[src/rtl/mult_pkg.sv]
// -----------------------------------------------------------------------------
// mult_pkg
// Shared definitions for the sequential radix-2 Booth multiplier:
//   - state_t     : controller state encoding (IDLE / RUN / DONE)
//   - BOOTH_*     : Booth recoding operations (no-op, add, subtract)
//   - cnt_width() : width of a counter that must hold values 0..steps
//   - booth_op()  : recodes the {Q[0], q_-1} pair into a Booth operation
// -----------------------------------------------------------------------------
package mult_pkg;

    typedef enum logic [1:0] {
        IDLE = 2'd0,
        RUN  = 2'd1,
        DONE = 2'd2
    } state_t;

    localparam logic [1:0] BOOTH_NOP = 2'd0;
    localparam logic [1:0] BOOTH_ADD = 2'd1;
    localparam logic [1:0] BOOTH_SUB = 2'd2;

    // Counter must reach the value 'steps' after the last increment.
    function automatic int cnt_width(input int steps);
        return (steps < 1) ? 1 : $clog2(steps + 1);
    endfunction

    // 01 -> end of a run of ones: add; 10 -> start of a run: subtract.
    function automatic logic [1:0] booth_op(input logic q0, input logic qm1);
        logic [1:0] op;
        case ({q0, qm1})
            2'b01:   op = BOOTH_ADD;
            2'b10:   op = BOOTH_SUB;
            default: op = BOOTH_NOP;
        endcase
        return op;
    endfunction

endpackage

[src/rtl/booth_step.sv]
// -----------------------------------------------------------------------------
// booth_step
// One combinational radix-2 Booth iteration: conditional add/subtract of the
// multiplicand into the accumulator, then arithmetic right shift of
// {A, Q, q_-1} by one bit.
// Ports:
//   acc         in  AW  accumulator A
//   mcand       in  AW  multiplicand M (already extended to AW bits)
//   mplier      in  QW  multiplier register Q
//   qm1         in  1   Booth bit q_-1
//   acc_next    out AW  A after add/sub and shift
//   mplier_next out QW  Q after shift
//   qm1_next    out 1   q_-1 after shift
// -----------------------------------------------------------------------------
module booth_step
    import mult_pkg::*;
#(
    parameter int AW = 9,
    parameter int QW = 8
) (
    input  logic [AW-1:0] acc,
    input  logic [AW-1:0] mcand,
    input  logic [QW-1:0] mplier,
    input  logic          qm1,
    output logic [AW-1:0] acc_next,
    output logic [QW-1:0] mplier_next,
    output logic          qm1_next
);

    logic [AW-1:0] sum_s;

    // Booth add/subtract selected by the current {Q[0], q_-1} pair
    always_comb begin
        sum_s = acc;
        case (booth_op(mplier[0], qm1))
            BOOTH_ADD: sum_s = acc + mcand;
            BOOTH_SUB: sum_s = acc - mcand;
            default:   sum_s = acc;
        endcase
    end

    // Arithmetic right shift of {sum, Q, q_-1}; the sign of A is replicated
    always_comb begin
        acc_next    = {sum_s[AW-1], sum_s[AW-1:1]};
        mplier_next = {sum_s[0], mplier[QW-1:1]};
        qm1_next    = mplier[0];
    end

endmodule

[src/rtl/seq_booth_mult.sv]
// -----------------------------------------------------------------------------
// seq_booth_mult
// Sequential signed multiplier, radix-2 Booth, one partial-product step per
// clock, with a start/busy/done handshake.
// Optional build macro: MULT_UNSIGNED_SEL_EN
//   defined   : adds input tc; tc=1 signed, tc=0 unsigned operands; both modes
//               take WIDTH+1 steps (operands extended to WIDTH+1 bits).
//   undefined : signed only, WIDTH steps.
// Ports:
//   clk    in  1        rising-edge clock
//   rst_n  in  1        asynchronous active-low reset
//   start  in  1        request, sampled only in IDLE
//   a      in  WIDTH    multiplicand, captured at accept
//   b      in  WIDTH    multiplier, captured at accept
//   tc     in  1        (macro only) 1 = signed, 0 = unsigned, captured at accept
//   busy   out 1        high in RUN and DONE
//   done   out 1        one-cycle pulse, product valid
//   p      out 2*WIDTH  product, held until the next completion
// -----------------------------------------------------------------------------
module seq_booth_mult
    import mult_pkg::*;
#(
    parameter int WIDTH = 8
) (
    input  logic               clk,
    input  logic               rst_n,
    input  logic               start,
    input  logic [WIDTH-1:0]   a,
    input  logic [WIDTH-1:0]   b,
`ifdef MULT_UNSIGNED_SEL_EN
    input  logic               tc,
`endif
    output logic               busy,
    output logic               done,
    output logic [2*WIDTH-1:0] p
);

`ifdef MULT_UNSIGNED_SEL_EN
    // Q carries an extra extension bit so unsigned operands stay positive.
    localparam int QW = WIDTH + 1;
`else
    localparam int QW = WIDTH;
`endif
    // One guard bit on A keeps A-M exact for the most negative multiplicand.
    localparam int AW    = WIDTH + 1;
    localparam int STEPS = QW;
    localparam int CNT_W = cnt_width(STEPS);
    localparam logic [CNT_W-1:0] LAST_CNT = CNT_W'(STEPS - 1);
    localparam logic [CNT_W-1:0] CNT_ONE  = CNT_W'(1);

    state_t           state_r;
    logic [AW-1:0]    acc_r;
    logic [AW-1:0]    mcand_r;
    logic [QW-1:0]    mplier_r;
    logic             qm1_r;
    logic [CNT_W-1:0] cnt_r;

    logic [AW-1:0]      m_ext_s;
    logic [QW-1:0]      q_ext_s;
    logic [AW-1:0]      acc_nx_s;
    logic [QW-1:0]      q_nx_s;
    logic               qm1_nx_s;
    logic [2*WIDTH-1:0] p_nx_s;

    // Operand extension applied at the accept edge
    always_comb begin
`ifdef MULT_UNSIGNED_SEL_EN
        if (tc) begin
            m_ext_s = {a[WIDTH-1], a};
            q_ext_s = {b[WIDTH-1], b};
        end else begin
            m_ext_s = {1'b0, a};
            q_ext_s = {1'b0, b};
        end
`else
        m_ext_s = {a[WIDTH-1], a};
        q_ext_s = b;
`endif
    end

    booth_step #(
        .AW (AW),
        .QW (QW)
    ) u_step (
        .acc         (acc_r),
        .mcand       (mcand_r),
        .mplier      (mplier_r),
        .qm1         (qm1_r),
        .acc_next    (acc_nx_s),
        .mplier_next (q_nx_s),
        .qm1_next    (qm1_nx_s)
    );

    // Product as it stands after the current step: low 2*WIDTH bits of {A,Q}
    always_comb begin
`ifdef MULT_UNSIGNED_SEL_EN
        p_nx_s = {acc_nx_s[WIDTH-2:0], q_nx_s};
`else
        p_nx_s = {acc_nx_s[WIDTH-1:0], q_nx_s};
`endif
    end

    // Controller FSM with datapath registers and registered handshake outputs
    always_ff @(posedge clk or negedge rst_n) begin
        if (!rst_n) begin
            state_r  <= IDLE;
            acc_r    <= {AW{1'b0}};
            mcand_r  <= {AW{1'b0}};
            mplier_r <= {QW{1'b0}};
            qm1_r    <= 1'b0;
            cnt_r    <= {CNT_W{1'b0}};
            busy     <= 1'b0;
            done     <= 1'b0;
            p        <= {(2*WIDTH){1'b0}};
        end else begin
            case (state_r)
                IDLE: begin
                    done <= 1'b0;
                    if (start) begin
                        mcand_r  <= m_ext_s;
                        acc_r    <= {AW{1'b0}};
                        mplier_r <= q_ext_s;
                        qm1_r    <= 1'b0;
                        cnt_r    <= {CNT_W{1'b0}};
                        busy     <= 1'b1;
                        state_r  <= RUN;
                    end else begin
                        busy    <= 1'b0;
                        state_r <= IDLE;
                    end
                end
                RUN: begin
                    acc_r    <= acc_nx_s;
                    mplier_r <= q_nx_s;
                    qm1_r    <= qm1_nx_s;
                    cnt_r    <= cnt_r + CNT_ONE;
                    // p is written only on the step that completes the product
                    if (cnt_r == LAST_CNT) begin
                        p       <= p_nx_s;
                        done    <= 1'b1;
                        state_r <= DONE;
                    end else begin
                        state_r <= RUN;
                    end
                end
                DONE: begin
                    done    <= 1'b0;
                    busy    <= 1'b0;
                    state_r <= IDLE;
                end
                default: begin
                    done    <= 1'b0;
                    busy    <= 1'b0;
                    state_r <= IDLE;
                end
            endcase
        end
    end

endmodule

[config.mk]
export PLATFORM = sky130hd
export DESIGN_NAME = seq_booth_mult
export DESIGN_NICKNAME = d
export VERILOG_FILES = /design/src/rtl/mult_pkg.sv /design/src/rtl/booth_step.sv /design/src/rtl/seq_booth_mult.sv
export SDC_FILE = /design/constraint.sdc
export NUM_CORES = 1
export LEC_CHECK = 0
export ABC_AREA = 1
export CAP_MARGIN = 20
export CORE_ASPECT_RATIO = 1.4
export CORE_MARGIN = 1.5
export CORE_UTILIZATION = 59
export DETAILED_ROUTE_END_ITERATION = 10
export PLACE_DENSITY = 0.85
export SYNTH_ARGS = -nofsm -noshare
export SYNTH_HDL_FRONTEND = slang
export SYNTH_SLANG_ARGS = --single-unit
[constraint.sdc]
create_clock -name clk -period 4.6 [get_ports clk]
set_clock_uncertainty 0.05 [all_clocks]
set_input_delay 0.46 -clock clk [delete_from_list [all_inputs] [get_ports clk]]
set_output_delay 0.46 -clock clk [all_outputs]
set_load 0.01 [all_outputs]
; Yosys cells after proc, flatten, opt, wreduce, memory -nomap -nowiden
; Cells that the tools add are included.
[word_totals]
ff_bits = 50
[op_classes]
mux = 17
reduce_logical = 5
n_eq_ne = 8
addsub = 3
[op_table]
columns = op, count
row1 = $pmux W9 S2, 2
row2 = $pmux W8 S2, 1
row3 = $add A9 B9 Y9, 1
row4 = $mux W9, 1
row5 = $sub A9 B9 Y9, 1
row6 = $mux W8, 1
row7 = $pmux W2 S2, 2
row8 = $pmux W4 S2, 1
row9 = $eq A2 B1 Y1 const B, 3
row10 = $reduce_and A2 Y1, 3
row11 = $mux W1, 5
row12 = $add A4 B1 Y4 const B, 1
row13 = $eq A2 B2 Y1 const B, 2
row14 = $eq A4 B3 Y1 const B, 1
row15 = $mux W4, 1
row16 = $ne A2 B2 Y1 const B, 2
row17 = $pmux W1 S2, 2
row18 = $logic_not A2 Y1, 1
row19 = $mux W2, 1
row20 = $reduce_bool A2 Y1, 1

; Longest topological paths before layout
; Gate-level depths: netlist of run 1.
[depth]
ltp_word = 5
depth_mapped = 20
mapped_depth_nobuf = 20

; Hierarchy
; From an unflattened synthesis of run 1, not the netlist that was laid out.
[hier_totals]
cells_unflattened = 363
area_unflattened_um2 = 2793.9
[modules_own_cells]
columns = mod, seq_area_each_um2, area_each_um2, cells_per_inst, instances
row1 = seq_booth_mult, 1251.2, 2035.7, 226, 1
row2 = booth_step, 0.0, 758.2, 137, 1

; Least setup slack after synthesis of run 1
; No wires, ideal clock.
[synth_path]
path_kind = register -> register
startpoint = register mcand_r[0]
endpoint = register acc_r[7]
n_path_buf = 0
period_less_slack_ps = 2253
path_slack_ps = 2347
path_stages_with_launch = 20
arrival_time_ps = 2086
required_ps = 4434
path_cell_list = dfrtp_1 inv_1 ha_1 nand2_1 nor2_2 nor2_1 a21oi_1 xnor2_1 inv_1 ha_1 nand2_2 inv_2 nand2_1 nand2_1 a21oi_1 nand2_1 nand4_1 nand2_1 nand2_1 nand2_1
[synth_via]
elab_chain_len = 3
elab_cells_between_ends = 4
[synth_rtl]
columns = element, line
row1 = start: declaration, seq_booth_mult.sv:53  ; logic [AW-1:0] mcand_r;
row2 = start signal: assignment, seq_booth_mult.sv:108  ; mcand_r <= {AW{1'b0}};
row3 = start signal: assignment, seq_booth_mult.sv:120  ; mcand_r <= m_ext_s;
row4 = $sub A9 B9 Y9 or $add A9 B9 Y9 (tied branches), "booth_step.sv:37, booth_step.sv:36"
row5 = $pmux W9 S2 *, booth_step.sv:35  ; case (booth_op(mplier[0], qm1))
row6 = $pmux W9 S2 *, seq_booth_mult.sv:116  ; case (state_r)
row7 = end signal: assignment, seq_booth_mult.sv:107  ; acc_r <= {AW{1'b0}};
row8 = end signal: assignment, seq_booth_mult.sv:121  ; acc_r <= {AW{1'b0}};
row9 = end signal: assignment, seq_booth_mult.sv:133  ; acc_r <= acc_nx_s;
row10 = end: declaration, seq_booth_mult.sv:52  ; logic [AW-1:0] acc_r;
; Mark *: on every way between the ends. The rest lies on a longest branch, timed or not.
; A chain may end at the register's enable or synchronous reset.

; Worst setup path in the final report of run 1
[layout_path]
startpoint = register mcand_r[0]
endpoint = register p[15]
[layout_via]
elab_chain_len = 2
elab_cells_between_ends = 3
[layout_rtl]
columns = element, line
row1 = $sub A9 B9 Y9 or $add A9 B9 Y9 (tied branches), "booth_step.sv:37, booth_step.sv:36"
row2 = $pmux W9 S2 *, booth_step.sv:35
row3 = end signal: assignment, seq_booth_mult.sv:114  ; p <= {(2*WIDTH){1'b0}};
row4 = end signal: assignment, seq_booth_mult.sv:139  ; p <= p_nx_s;
row5 = end: declaration, seq_booth_mult.sv:35  ; output logic [2*WIDTH-1:0] p
; Marked as above.

==> impl_results.rst, run 1 <==
.. list-table::
   :header-rows: 1

   * - Metric
     - Value
   * - Minimum clock period after layout
     - around 2.6 ns
   * - Status
     - finished, violations left
   * - Yosys Warn Count
     - 0
   * - Flip-flop and latch count after synthesis
     - 49
   * - Latest clock arrival within the worst-skew pair
     - roughly 0.3 ns
   * - Via count of the routed design
     - about 2200
   * - Input/output buffers
     - 36
   * - Proportion of synthesized chip area in sequential cells
     - a little under half
   * - Slew HR
     - 64.2%
   * - Fillcell total
     - roughly 300
   * - Post-detail-place hpwl
     - 4110 µm
   * - NumNets Final
     - 381
   * - Launch instance of the worst register-to-register path
     - mcand_r[0]
   * - Worst reg-to-reg path cell count
     - 20
   * - Number of buffers added by the clock tree synthesis step
     - 5
   * - Pin count of the biggest net entering global routing
     - 50
   * - Final Setup Violations
     - 0
   * - Count of cell types in the netlist
     - 37
   * - Remaining DRCs
     - 0
   * - Number of gates resized after cts
     - 0
   * - Worst endpoint data arrival time
     - approximately 2.8 ns
   * - Largest incremental delay on the critical path
     - 0.41 ns
   * - CP max stage cell
     - dfrtp_1
   * - Worst R2R End
     - p[15]
   * - Remaining global-route overflow
     - 0
   * - Post-synth net total
     - 345
   * - Total wire length
     - between 5000 and 6000 µm
   * - Vias per std cell
     - 5.28
   * - Post-synthesis average cell area
     - ~8.3 µm²
   * - Min-Delay Path Class
     - in2async
   * - Antenna diode count
     - 0
   * - Leading cell type in the layout, fill and taps excluded
     - nand2_1
   * - Fraction of post-synthesis cell area in the top cell type by area
     - between 40 and 50%
   * - Die Height
     - a little over 80 µm
   * - CTS H-Tree Depth
     - 2
   * - Global placer's final weighted congestion
     - between 0.8 and 0.9
   * - Initial standard-cell utilization of the core
     - approximately 62%
   * - Number of max-cap violations
     - 0
   * - Violations in the final reports
     - hold timing
   * - Post-synthesis cell area
     - around 2600 µm²
   * - Startpoint kind of the worst setup timing path
     - flop
   * - Root buffer cell
     - clkbuf_8
   * - Area of all sequential standard cells
     - ~1200 µm²
   * - Number of global-route vias before repair
     - between 2000 and 2500
   * - Number of DRC markers after the initial detailed-route iteration
     - about 110
   * - Total Die Area
     - 4860 µm²
   * - Die Wd
     - around 59 µm
   * - Max frequency
     - roughly 390 MHz
   * - Final Hold Viols
     - 13
   * - Number of rows created at floorplan
     - 28
   * - Main area contributors after synthesis
     - dfrtp_1, nand2_1, ha_1, o21ai_0, inv_1
   * - Post-synth EDFFs
     - 0
   * - Fraction of layout instances using a drive strength above 1
     - between 10% and 20%
   * - Hold buffer count at CTS
     - 0
   * - Post-synthesis async set-or-reset flop share
     - 100%
   * - Area of the multi-input gates
     - around 1200 µm²
   * - I/O pins
     - 37
   * - Period utilization
     - a little under three fifths
   * - Cell-by-cell listing of the critical path
     - inv_1 > ha_1 > nand2_1 > nor2_2 > nor2_1 > a21oi_1 > xnor2_1 > inv_1 > ha_1 > nand2_2 > inv_2 > nand2_1 > nand2_1 > a21oi_1 > nand2_1 > nand3_1 > nand2_1 > nand2_1 > nand2_1 > nand2_1
   * - Core area
     - ~4200 µm²
   * - Number of pins exceeding their max-slew limit in the final report
     - 0
   * - CTS tree
     - yes
   * - Highest-count cells in the layout ignoring fill and taps
     - nand2_1, dfrtp_1, clkdlybuf4s50_1, inv_1, o21ai_0
   * - Total iterations of the first detailed-routing run
     - 4
   * - Unrepaired setup endpoints after global routing
     - false
   * - WL/cell
     - ~14 µm
   * - Initial antenna violation count
     - 0
   * - Clock transition time at the flip-flop clock pins of the worst setup and hold paths
     - roughly 0.09 ns
   * - Final-layout worst hold slack
     - -0.00570 ns
   * - Global router's overall resource usage
     - about a quarter
   * - Library cell with the largest summed area after synthesis
     - dfrtp_1
   * - Peak fanout along the critical path
     - 4
   * - Endpoint required time on the critical path
     - between 4 and 5 ns
   * - Nature of the critical path endpoint
     - flop
   * - Post-synthesis to final-layout area growth
     - 17.9%
   * - Type of the worst setup path
     - reg2reg
   * - Leading register cell type out of synthesis
     - dfrtp_1
   * - Synthesized netlist cell count
     - 314
   * - Wire length of the first global-routing pass
     - 9470 µm
   * - Residual antenna-violating net count after detailed routing
     - 0
   * - Register-to-register path setup slack
     - between 2 and 2.5 ns
   * - Least-Margin Pin Slew
     - approximately 0.54 ns
   * - Number of buffers on the longest clock path
     - 2
   * - Total clock sinks
     - roughly 50
   * - Top cell by count, worst path
     - nand2_1
   * - Post-CTS Setup Bufs
     - 0
   * - Total negative slack for setup checks
     - 0 ns
==> registers in the layout (all words and copies together) (netlist names) <==
signal    flops
acc_r         8
done          1
cnt_r         4
qm1_r         1
p            16
mplier_r      8
state_r       2
mcand_r       8
busy          1
==> routing by layer <==
| metal | routed length, µm | track usage [%] | part of all wire [%] | vias up |
|---|---|---|---|---|
| met3 | 182 | 5.04 | 3.2 | 11 |
| li1 | - | - | - | 1086 |
| met1 | 2410 | 32.9 | 43 | 1026 |
| met5 | 0 | 0 | 0 | - |
| met2 | 2920 | 44.6 | 52 | 47 |
| met4 | 142 | 10.9 | 2.5 | 0 |
==> synthesized netlist by cell type (2+ instances only) <==
master / count
o21ai_2: 6
inv_1: 29
nand4_1: 2
ha_1: 11
inv_2: 5
o21ai_0: 24
o21ai_1: 3
xnor2_1: 2
nand3_1: 13
a21oi_1: 10
buf_2: 3
dfrtp_1: 49
nor2_2: 7
nand2_1: 103
a22oi_1: 5
xor2_1: 3
buf_6: 4
o211ai_1: 3
nor2_1: 9
nand2_2: 6
==> worst max-delay path: cells and delay by family (launching register included) <==
kind | cells | cell delay, ns
buffers and inverters | 3 | 0.16
adders and majority gates | 2 | 0.49
AOI/OAI and AO/OA | 2 | 0.30
DFF | 1 | 0.41
and+or+nand+nor | 12 | 0.98
xor gates and xnor gates | 1 | 0.13
==> layout make-up <==
cell class / instances / share of cell area, %
flip-flops and latches: 49 / 39.7
repair buffers: 38 / 12.4
clock buffers: 6 / 2.35
inverters: 35 / 4.33
well taps: 60 / 2.43
clock inverters: 2 / 0.324
multi-input cells: 221 / 38.5
==> logic make-up (layout without fill, tap and decap cells) <==
kind of cell    after synthesis  in the layout  synth area share, %
xor+xnor                      5              5                 1.67
simple gates                144            144                 23.2
fa+ha+maj                    12             12                 6.01
compound gates               59             59                 14.1
flops                        49             49                 46.8
buf+inv                      44             81                 7.88
mux                           1              1                0.382
==> stage by stage <==
step	instance area, µm²	hold slack, ns	util (%)	setup WS (ns)	cells
after CTS	3070	0.328	72.4	2.03	410
after global placement	2990	0.408	70.5	2.13	402
final	3090	-0.00570	72.9	2.02	411
after global routing	3090	0.00559	72.9	1.77	411
after detailed placement	2990	0.413	70.5	2.05	402
after floorplan	2620	0.114	-	2.35	314
==> how the worst max path moves through the flow <==
stage          cells past startpoint       end       start  slack (ns)
2_1_floorplan                     19  acc_r[7]  mcand_r[0]        2.35
4_1_cts                           20     p[15]  mcand_r[0]        2.03
3_5_place_dp                      20     p[15]  mcand_r[0]        2.05
5_1_grt                           20  acc_r[7]  mcand_r[0]        1.77
6_report                          20     p[15]  mcand_r[0]        2.02
3_3_place_gp                      20     p[15]  mcand_r[0]        2.13
Power of run 1 is not shown: default switching activity piles up to over one toggle a cycle in this logic, so the estimate is an artifact.
==> run 2, diff against run 1 <==
--- a/config.mk
+++ b/config.mk
@@ -9,9 +9,9 @@
 export CAP_MARGIN = 20
 export CORE_ASPECT_RATIO = 1.4
 export CORE_MARGIN = 1.5
-export CORE_UTILIZATION = 59
+export CORE_UTILIZATION = 49
 export DETAILED_ROUTE_END_ITERATION = 10
-export PLACE_DENSITY = 0.85
+export PLACE_DENSITY = 0.76
 export SYNTH_ARGS = -nofsm -noshare
 export SYNTH_HDL_FRONTEND = slang
 export SYNTH_SLANG_ARGS = --single-unit
==> constraint.sdc (replaced) <==
create_clock -name clk -period 2.09 [get_ports clk]
set_clock_uncertainty 0.05 [all_clocks]
set_input_delay 0.209 -clock clk [delete_from_list [all_inputs] [get_ports clk]]
set_output_delay 0.209 -clock clk [all_outputs]
set_load 0.01 [all_outputs]
==> run 2 against run 1 <==
Compared with the run above:
- core utilization is 3.9 points lower
- the flow finishes with violations (setup timing)
- via count is 8.5% higher
- final area is 15% higher
- largest cell class is now multi-input gates
- maximum frequency is 8.7% higher
- critical path type unchanged
- flip-flop and latch count stayed put
- critical endpoint unchanged
- routed wire length is 14% higher
- die area is 19% higher
- critical path depth is 7 lower
- register-to-register slack worse by 2.3 ns
- worst setup slack worse by 2.3 ns
==> impl_results.rst, run 2 (same netlist as run 1, synthesis figures left out) <==
.. list-table::
   :header-rows: 1

   * - Metric
     - Value
   * - Total iterations of the first detailed-routing run
     - 4
   * - Type of the worst setup path
     - reg2reg
   * - Global router's overall resource usage
     - between 20% and 30%
   * - Slew HR
     - between 60% and 70%
   * - Top cell by count, worst path
     - nand2_1
   * - Number of buffers on the longest clock path
     - 2
   * - Startpoint kind of the worst setup timing path
     - flop
   * - Remaining global-route overflow
     - 0
   * - Violations in the final reports
     - setup timing
   * - Post-synthesis to final-layout area growth
     - 35.8%
   * - Residual antenna-violating net count after detailed routing
     - 0
   * - Layout Cells excl Fill
     - about 450
   * - Wire length of the first global-routing pass
     - ~11000 µm
   * - Area of all sequential standard cells
     - 1230 µm²
   * - Highest-count cells in the layout ignoring fill and taps
     - nand2_1, dfrtp_1, clkdlybuf4s50_1, buf_4, inv_1
   * - Launch instance of the worst register-to-register path
     - mplier_r[0]
   * - Total negative slack for setup checks
     - -2.70 ns
   * - Antenna diode count
     - 0
   * - Pin count of the biggest net entering global routing
     - 29
   * - CTS tree
     - yes
   * - Final Hold Viols
     - 0
   * - Post-detail-place hpwl
     - between 4000 and 5000 µm
   * - NumNets Final
     - about 420
   * - Total wire length
     - around 6400 µm
   * - Max FFs per register
     - 16
   * - Area of the multi-input gates
     - between 1000 and 1500 µm²
   * - Clock transition time at the flip-flop clock pins of the worst setup and hold paths
     - 0.09 ns
   * - Nature of the critical path endpoint
     - flop
   * - Status
     - finished, violations left
   * - Number of DRC markers after the initial detailed-route iteration
     - between 80 and 90
   * - Number of rows created at floorplan
     - 31
   * - Least-Margin Pin Slew
     - approximately 0.54 ns
   * - Cell-by-cell listing of the critical path
     - ha_4 > nor2_1 > xor2_1 > inv_1 > ha_4 > a21oi_2 > nand2_2 > a21oi_2 > nand2_1 > nand4_1 > nand2_2 > nand2_1 > nand2_1
   * - Endpoint required time on the critical path
     - about 2.3 ns
   * - Latest clock arrival within the worst-skew pair
     - 0.31 ns
   * - Period utilization
     - 113%
   * - Root buffer cell
     - clkbuf_8
   * - Global placer's final weighted congestion
     - 0.836
   * - Finished Core Util
     - 69.0%
   * - Number of buffers added by the clock tree synthesis step
     - 5
   * - DP Cell Count
     - around 430
   * - Remaining DRCs
     - 0
   * - Via count of the routed design
     - between 2000 and 2500
   * - Capture point of the worst path
     - p[15]
   * - Core area
     - around 5200 µm²
   * - Unrepaired setup endpoints after global routing
     - true
   * - Fillcell total
     - about 410
   * - Register-to-register path setup slack
     - -0.28 ns
   * - Launching element of the worst setup path
     - mplier_r[0]
   * - Final-layout worst hold slack
     - between 0.3 and 0.4 ns
   * - Total Die Area
     - 5800 µm²
   * - Fraction of layout instances using a drive strength above 1
     - a little over a quarter
   * - Die Height
     - around 90 µm
   * - Worst reg-to-reg path cell count
     - 13
   * - Max frequency
     - about 420 MHz
   * - Final Setup Violations
     - 14
   * - Number of global-route vias before repair
     - approximately 2300
   * - Biggest register
     - p
   * - Worst R2R End
     - p[15]
   * - Final worst-path setup slack
     - -0.279 ns
   * - Vias per std cell
     - 5.21
   * - WL/cell
     - about 14 µm
   * - Die Wd
     - about 65 µm
   * - Input/output buffers
     - 36
   * - Initial standard-cell utilization of the core
     - approximately half
   * - Largest incremental delay on the critical path
     - between 0.4 and 0.5 ns
   * - Initial antenna violation count
     - 0
   * - Number of pins exceeding their max-slew limit in the final report
     - 0
   * - Worst endpoint data arrival time
     - 2.53 ns
   * - CP max stage cell
     - dfrtp_1
   * - Leading cell type in the layout, fill and taps excluded
     - nand2_1
   * - Peak fanout along the critical path
     - 7
   * - Minimum clock period after layout
     - 2.37 ns
   * - CTS H-Tree Depth
     - 2
   * - Number of max-cap violations
     - 0
   * - Min-Delay Path Class
     - in2async
   * - Total clock sinks
     - 49
   * - I/O pins
     - 37
[run 2: cell count changes in the layout (fill, tap and decap cells not counted), moves of 3 or more]
cell	delta
nor2_4	+3
inv_1	-4
nand2_2	+6
a21oi_1	-5
nand2_1	-8
inv_2	+4
a21oi_2	+5
ha_4	+7
ha_1	-7
buf_4	+34
[run 2: layout make-up]
cell class,instances,area share [%]
Clock inverter,1,0.844
Multi-Input combinational cell,221,38.0
Clock buffer,7,2.43
Sequential cell,49,34.4
Tap cell,66,2.32
Timing Repair Buffer,73,18.2
Inverter,35,3.76
[run 2: worst min path at each step]
| stage | startpoint | to | slack, ns |
|---|---|---|---|
| after floorplan | rst_n | acc_r[0] | -0.14 |
| after global placement | rst_n | busy | 0.17 |
| after detailed placement | rst_n | busy | 0.17 |
| after CTS | rst_n | p[14] | 0.38 |
| after global routing | a[6] | mcand_r[6] | 0.41 |
| final | rst_n | mplier_r[7] | 0.37 |
[run 2: layer usage]
| layer | track usage [%] | up-vias | share of wire (%) |
|---|---|---|---|
| met5 | 0 | - | 0 |
| met3 | 3.78 | 14 | 3.3 |
| met4 | 8.32 | 0 | 2.7 |
| li1 | - | 1149 | - |
| met1 | 29.0 | 1139 | 41 |
| met2 | 44.0 | 53 | 53 |
[run 2: critical path: cells and delay by family (launching register included)]
| kind | cells | cell delay [ns] |
|---|---|---|
| fa+ha+maj | 2 | 0.46 |
| compound gates | 2 | 0.29 |
| xor+xnor | 1 | 0.25 |
| flops | 1 | 0.43 |
| buf+inv | 1 | 0.13 |
| simple gates | 7 | 0.68 |
[run 2: stage by stage]
step	area, µm²	worst slack [ns]
floorplan	2670	-0.0524
global placement	3230	-0.274
detailed placement	3230	-0.299
CTS	3500	-0.157
global route	3560	-0.409
finish	3560	-0.279
[run 2: what timing repair did]
action | 4_1_cts | 5_1_grt
hold endpoints to repair | 21 | 0
setup buffers | 7 | 4
pin swaps | 10 | 4
resized for setup | 17 | 9
hold buffers | 1 | 0
endpoints found under the setup margin | 14 | 14
Power of run 2 is left out for the same reason.
==> run 3, diff against run 2 <==
--- a/config.mk
+++ b/config.mk
@@ -9,9 +9,10 @@
 export CAP_MARGIN = 20
 export CORE_ASPECT_RATIO = 1.4
 export CORE_MARGIN = 1.5
-export CORE_UTILIZATION = 49
+export CORE_UTILIZATION = 55
 export DETAILED_ROUTE_END_ITERATION = 10
-export PLACE_DENSITY = 0.76
+export PLACE_DENSITY = 0.8
 export SYNTH_ARGS = -nofsm -noshare
 export SYNTH_HDL_FRONTEND = slang
+export SYNTH_HIERARCHICAL = 1
 export SYNTH_SLANG_ARGS = --single-unit
==> constraint.sdc (replaced) <==
create_clock -name clk -period 2.3 [get_ports clk]
set_clock_uncertainty 0.05 [all_clocks]
set_input_delay 0.23 -clock clk [delete_from_list [all_inputs] [get_ports clk]]
set_output_delay 0.23 -clock clk [all_outputs]
set_load 0.01 [all_outputs]
==> run 3 against run 2 <==
Compared with the run above:
- register-to-register slack improved by 0.26 ns
- first-iteration DRC count increased by 50%
- the run still ends with setup timing left
- maximum frequency increased by 2.2%
==> impl_results.rst, run 3 <==
.. list-table::
   :header-rows: 1

   * - Metric
     - Value
   * - Status
     - finished, violations left
   * - Violations in the final reports
     - setup timing
   * - Wire length of the first global-routing pass
     - 10200 µm
   * - Number of DRC markers after the initial detailed-route iteration
     - approximately 130
   * - Comb pwr share
     - between 60% and 70%
   * - Most frequent cell after synthesis
     - nand2_1
   * - Layout Cells excl Fill
     - between 400 and 500
   * - Number of buffers on the longest clock path
     - 2
   * - Initial standard-cell utilization of the core
     - 57.3%
   * - Final-layout worst hold slack
     - about 0.41 ns
   * - Total wire length
     - 6470 µm
   * - Die Height
     - 87.3 µm
   * - Min-Delay Path Class
     - in2reg
   * - Biggest register
     - p
   * - Residual antenna-violating net count after detailed routing
     - 0
   * - Number of buffers added by the clock tree synthesis step
     - 5
   * - CTS H-Tree Depth
     - 2
   * - Largest incremental delay on the critical path
     - about 0.4 ns
   * - I/O pins
     - 37
   * - Number of global-route vias before repair
     - roughly 2300
   * - CTS tree
     - yes
   * - Pin count of the biggest net entering global routing
     - a little over 50
   * - Via count of the routed design
     - 2512
   * - Root buffer cell
     - clkbuf_8
   * - Post-synthesis average cell area
     - roughly 7.7 µm²
   * - Worst endpoint data arrival time
     - roughly 2.5 ns
   * - DP Cell Count
     - 460
   * - Worst R2R End
     - acc_r[8]
   * - Total Die Area
     - ~5500 µm²
   * - Fraction of layout instances using a drive strength above 1
     - 19.9%
   * - PD cells
     - between 1500 and 2000 nW/µm²
   * - Highest-count cells in the layout ignoring fill and taps
     - nand2_1, dfrtp_1, nand3_1, clkdlybuf4s50_1, buf_4
   * - Input/output buffers
     - 36
   * - Post-synth net total
     - 394
   * - Library cell with the largest summed area after synthesis
     - dfrtp_1
   * - Final worst-path setup slack
     - -0.0179 ns
   * - Final Hold Viols
     - 0
   * - CP max stage cell
     - dfrtp_1
   * - Total negative slack for setup checks
     - -0.0186 ns
   * - Launch instance of the worst register-to-register path
     - mcand_r[1]
   * - Post-synthesis async set-or-reset flop share
     - between 90% and 100%
   * - Number of max-cap violations
     - 0
   * - Peak fanout along the critical path
     - 3
   * - Main area contributors after synthesis
     - dfrtp_1, nand2_1, nand3_1, ha_1, buf_4
   * - Post-synthesis cell area
     - about 2800 µm²
   * - NumNets Final
     - 444
   * - Synthesized netlist cell count
     - roughly 360
   * - Global router's overall resource usage
     - between 20% and 30%
   * - Remaining global-route overflow
     - 0
   * - Post-synthesis to final-layout area growth
     - 26.6%
   * - Least-Margin Pin Slew
     - 0.629 ns
   * - Remaining DRCs
     - 0
   * - Core area
     - roughly 4900 µm²
   * - Unrepaired setup endpoints after global routing
     - true
   * - Post-detail-place hpwl
     - roughly 4500 µm
   * - Worst reg-to-reg path cell count
     - 17
   * - Die Wd
     - ~63 µm
   * - Global placer's final weighted congestion
     - between 0.8 and 0.9
   * - Yosys Warn Count
     - 6
   * - Max frequency
     - 431 MHz
   * - Type of the worst setup path
     - reg2reg
   * - Cell leakage power
     - ~1.8 nW
   * - Launching element of the worst setup path
     - mcand_r[1]
   * - Total internal power
     - roughly 0.0035 W
   * - Switching power
     - between 0.002 and 0.003 W
   * - Period utilization
     - 101%
   * - Initial antenna violation count
     - 0
   * - Top Registers
     - p: 16 flops, acc_r: 9 flops
   * - Vias per std cell
     - ~5.3
   * - Nature of the critical path endpoint
     - flop
   * - Flip-flop and latch count after synthesis
     - 50
   * - Total clock sinks
     - 50
   * - Top cell by count, worst path
     - nand2_1
   * - Fraction of post-synthesis cell area in the top cell type by area
     - ~45%
   * - Number of pins exceeding their max-slew limit in the final report
     - 0
   * - Leading cell type in the layout, fill and taps excluded
     - nand2_1
   * - Switching power share of the total
     - 45.7%
   * - Endpoint required time on the critical path
     - between 2 and 2.5 ns
   * - Register-to-register path setup slack
     - -0.02 ns
   * - Clock transition time at the flip-flop clock pins of the worst setup and hold paths
     - around 0.09 ns
   * - Clock network power share
     - under 10%
   * - Maximum vdd ir drop
     - ~0.00088 V
   * - Cell-by-cell listing of the critical path
     - inv_2 > nand4_1 > o21ai_2 > xnor2_1 > inv_1 > ha_4 > nand2_2 > nor2_1 > nand3_1 > nand2_1 > inv_1 > nand2_1 > nand3_1 > nand2_1 > nand2_2 > nand2_1 > nand2_1
   * - WL/cell
     - roughly 14 µm
   * - Total iterations of the first detailed-routing run
     - 4
   * - Max FFs per register
     - 16
   * - Latest clock arrival within the worst-skew pair
     - ~0.30 ns
   * - Antenna diode count
     - 0
   * - Post-synth EDFFs
     - 0
   * - Count of cell types in the netlist
     - 28
   * - Startpoint kind of the worst setup timing path
     - flop
   * - Final Setup Violations
     - 2
   * - Part of the total power dissipated in sequential elements
     - 25.8%
   * - Slew HR
     - between 50 and 60%
   * - Capture point of the worst path
     - acc_r[8]
   * - Minimum clock period after layout
     - between 2 and 2.5 ns
   * - List of most frequent post-synthesis cells
     - nand2_1, dfrtp_1, nand3_1
   * - Leading register cell type out of synthesis
     - dfrtp_1
   * - Proportion of synthesized chip area in sequential cells
     - between 40% and 50%
   * - Number of rows created at floorplan
     - 30
[run 3: cell types whose count changed in the layout (fill, tap and decap cells not counted), moves of 3 or more]
cell | previous run | this run
buf_4 | 35 | 23
o211ai_1 | 3 | 0
nand2_2 | 12 | 15
o21ai_0 | 22 | 9
nand2_1 | 95 | 142
nor2_1 | 8 | 11
o21ai_2 | 6 | 2
o21ai_1 | 5 | 2
nand3_1 | 12 | 41
a21oi_2 | 6 | 0
inv_1 | 25 | 18
a22oi_1 | 5 | 0
[run 3: cells by family after synthesis]
family                     after synthesis  share of synthesized area (%)
and+or+nand+nor                        226                           34.8
DFF                                     50                           44.8
buffers and inverters                   46                           8.46
AOI/OAI and AO/OA                       24                           4.70
adders and majority gates               12                           5.64
xor gates and xnor gates                 5                           1.57
[run 3: metal layers]
metal  track usage (%)  vias up  part of all wire (%)  routed length [µm]
met2              42.6       46                    55                3570
met1              27.4     1211                    40                2590
met4              9.29        0                   2.2                 140
met3              3.75       14                   2.5                 160
met5                 0        -                     0                   0
li1                  -     1241                     -                   -
[run 3: how the worst min path moves through the flow]
stage	from	end	cells after the start	slack, ns
floorplan	rst_n	acc_r[0]	0	-0.12
global placement	rst_n	mcand_r[7]	2	0.33
detailed placement	rst_n	mcand_r[7]	2	0.33
CTS	a[3]	mcand_r[3]	3	0.41
global route	a[0]	mcand_r[0]	3	0.42
finish	a[7]	mcand_r[7]	3	0.41
[run 3: timing repair]
action	in CTS	in global routing
cloned	0	0
buffers inserted	0	9
pin swaps	1	29
resized for setup	3	39
hold buffers	1	0
hold endpoints to repair	6	0
setup endpoints to repair	3	13
[run 3: cell type report]
cell class,count,area (µm²)
Tap cell,64,80.1
Timing Repair Buffer,62,561
Clock inverter,2,10.0
Inverter,27,101
Sequential cell,50,1250
Clock buffer,5,68.8
Multi-Input combinational cell,267,1470
Fill cell,384,1340
[run 3: worst max-delay path, delay by kind of cell, from the launching register on]
family	cells	cell delay (ns)
simple gates	11	0.91
flops	1	0.40
fa+ha+maj	1	0.28
buf+inv	3	0.22
compound gates	1	0.21
xor+xnor	1	0.13
[run 3: power by group through the flow]
stage	logic (W)	registers, W	clock network (W)
2_1_floorplan	0.00237	0.00166	0
3_3_place_gp	0.00339	0.00164	0
3_5_place_dp	0.00347	0.00165	0
4_1_cts	0.00352	0.00163	0.000499
5_1_grt	0.00473	0.00170	0.000534
6_report	0.00426	0.00165	0.000488
[run 3: stage by stage]
stage / instance area (µm²) / worst slack (ns) / util [%] / total power (W)
floorplan: 2810 / 0.0146 / - / 0.00403
global placement: 3230 / -0.00687 / 66.1 / 0.00503
detailed placement: 3230 / -0.0535 / 66.1 / 0.00511
CTS: 3320 / -0.0111 / 68.0 / 0.00565
global route: 3540 / -0.218 / 72.5 / 0.00696
finish: 3540 / -0.0179 / 72.5 / 0.00639
Note: power is estimated with default switching activity, not from simulation.
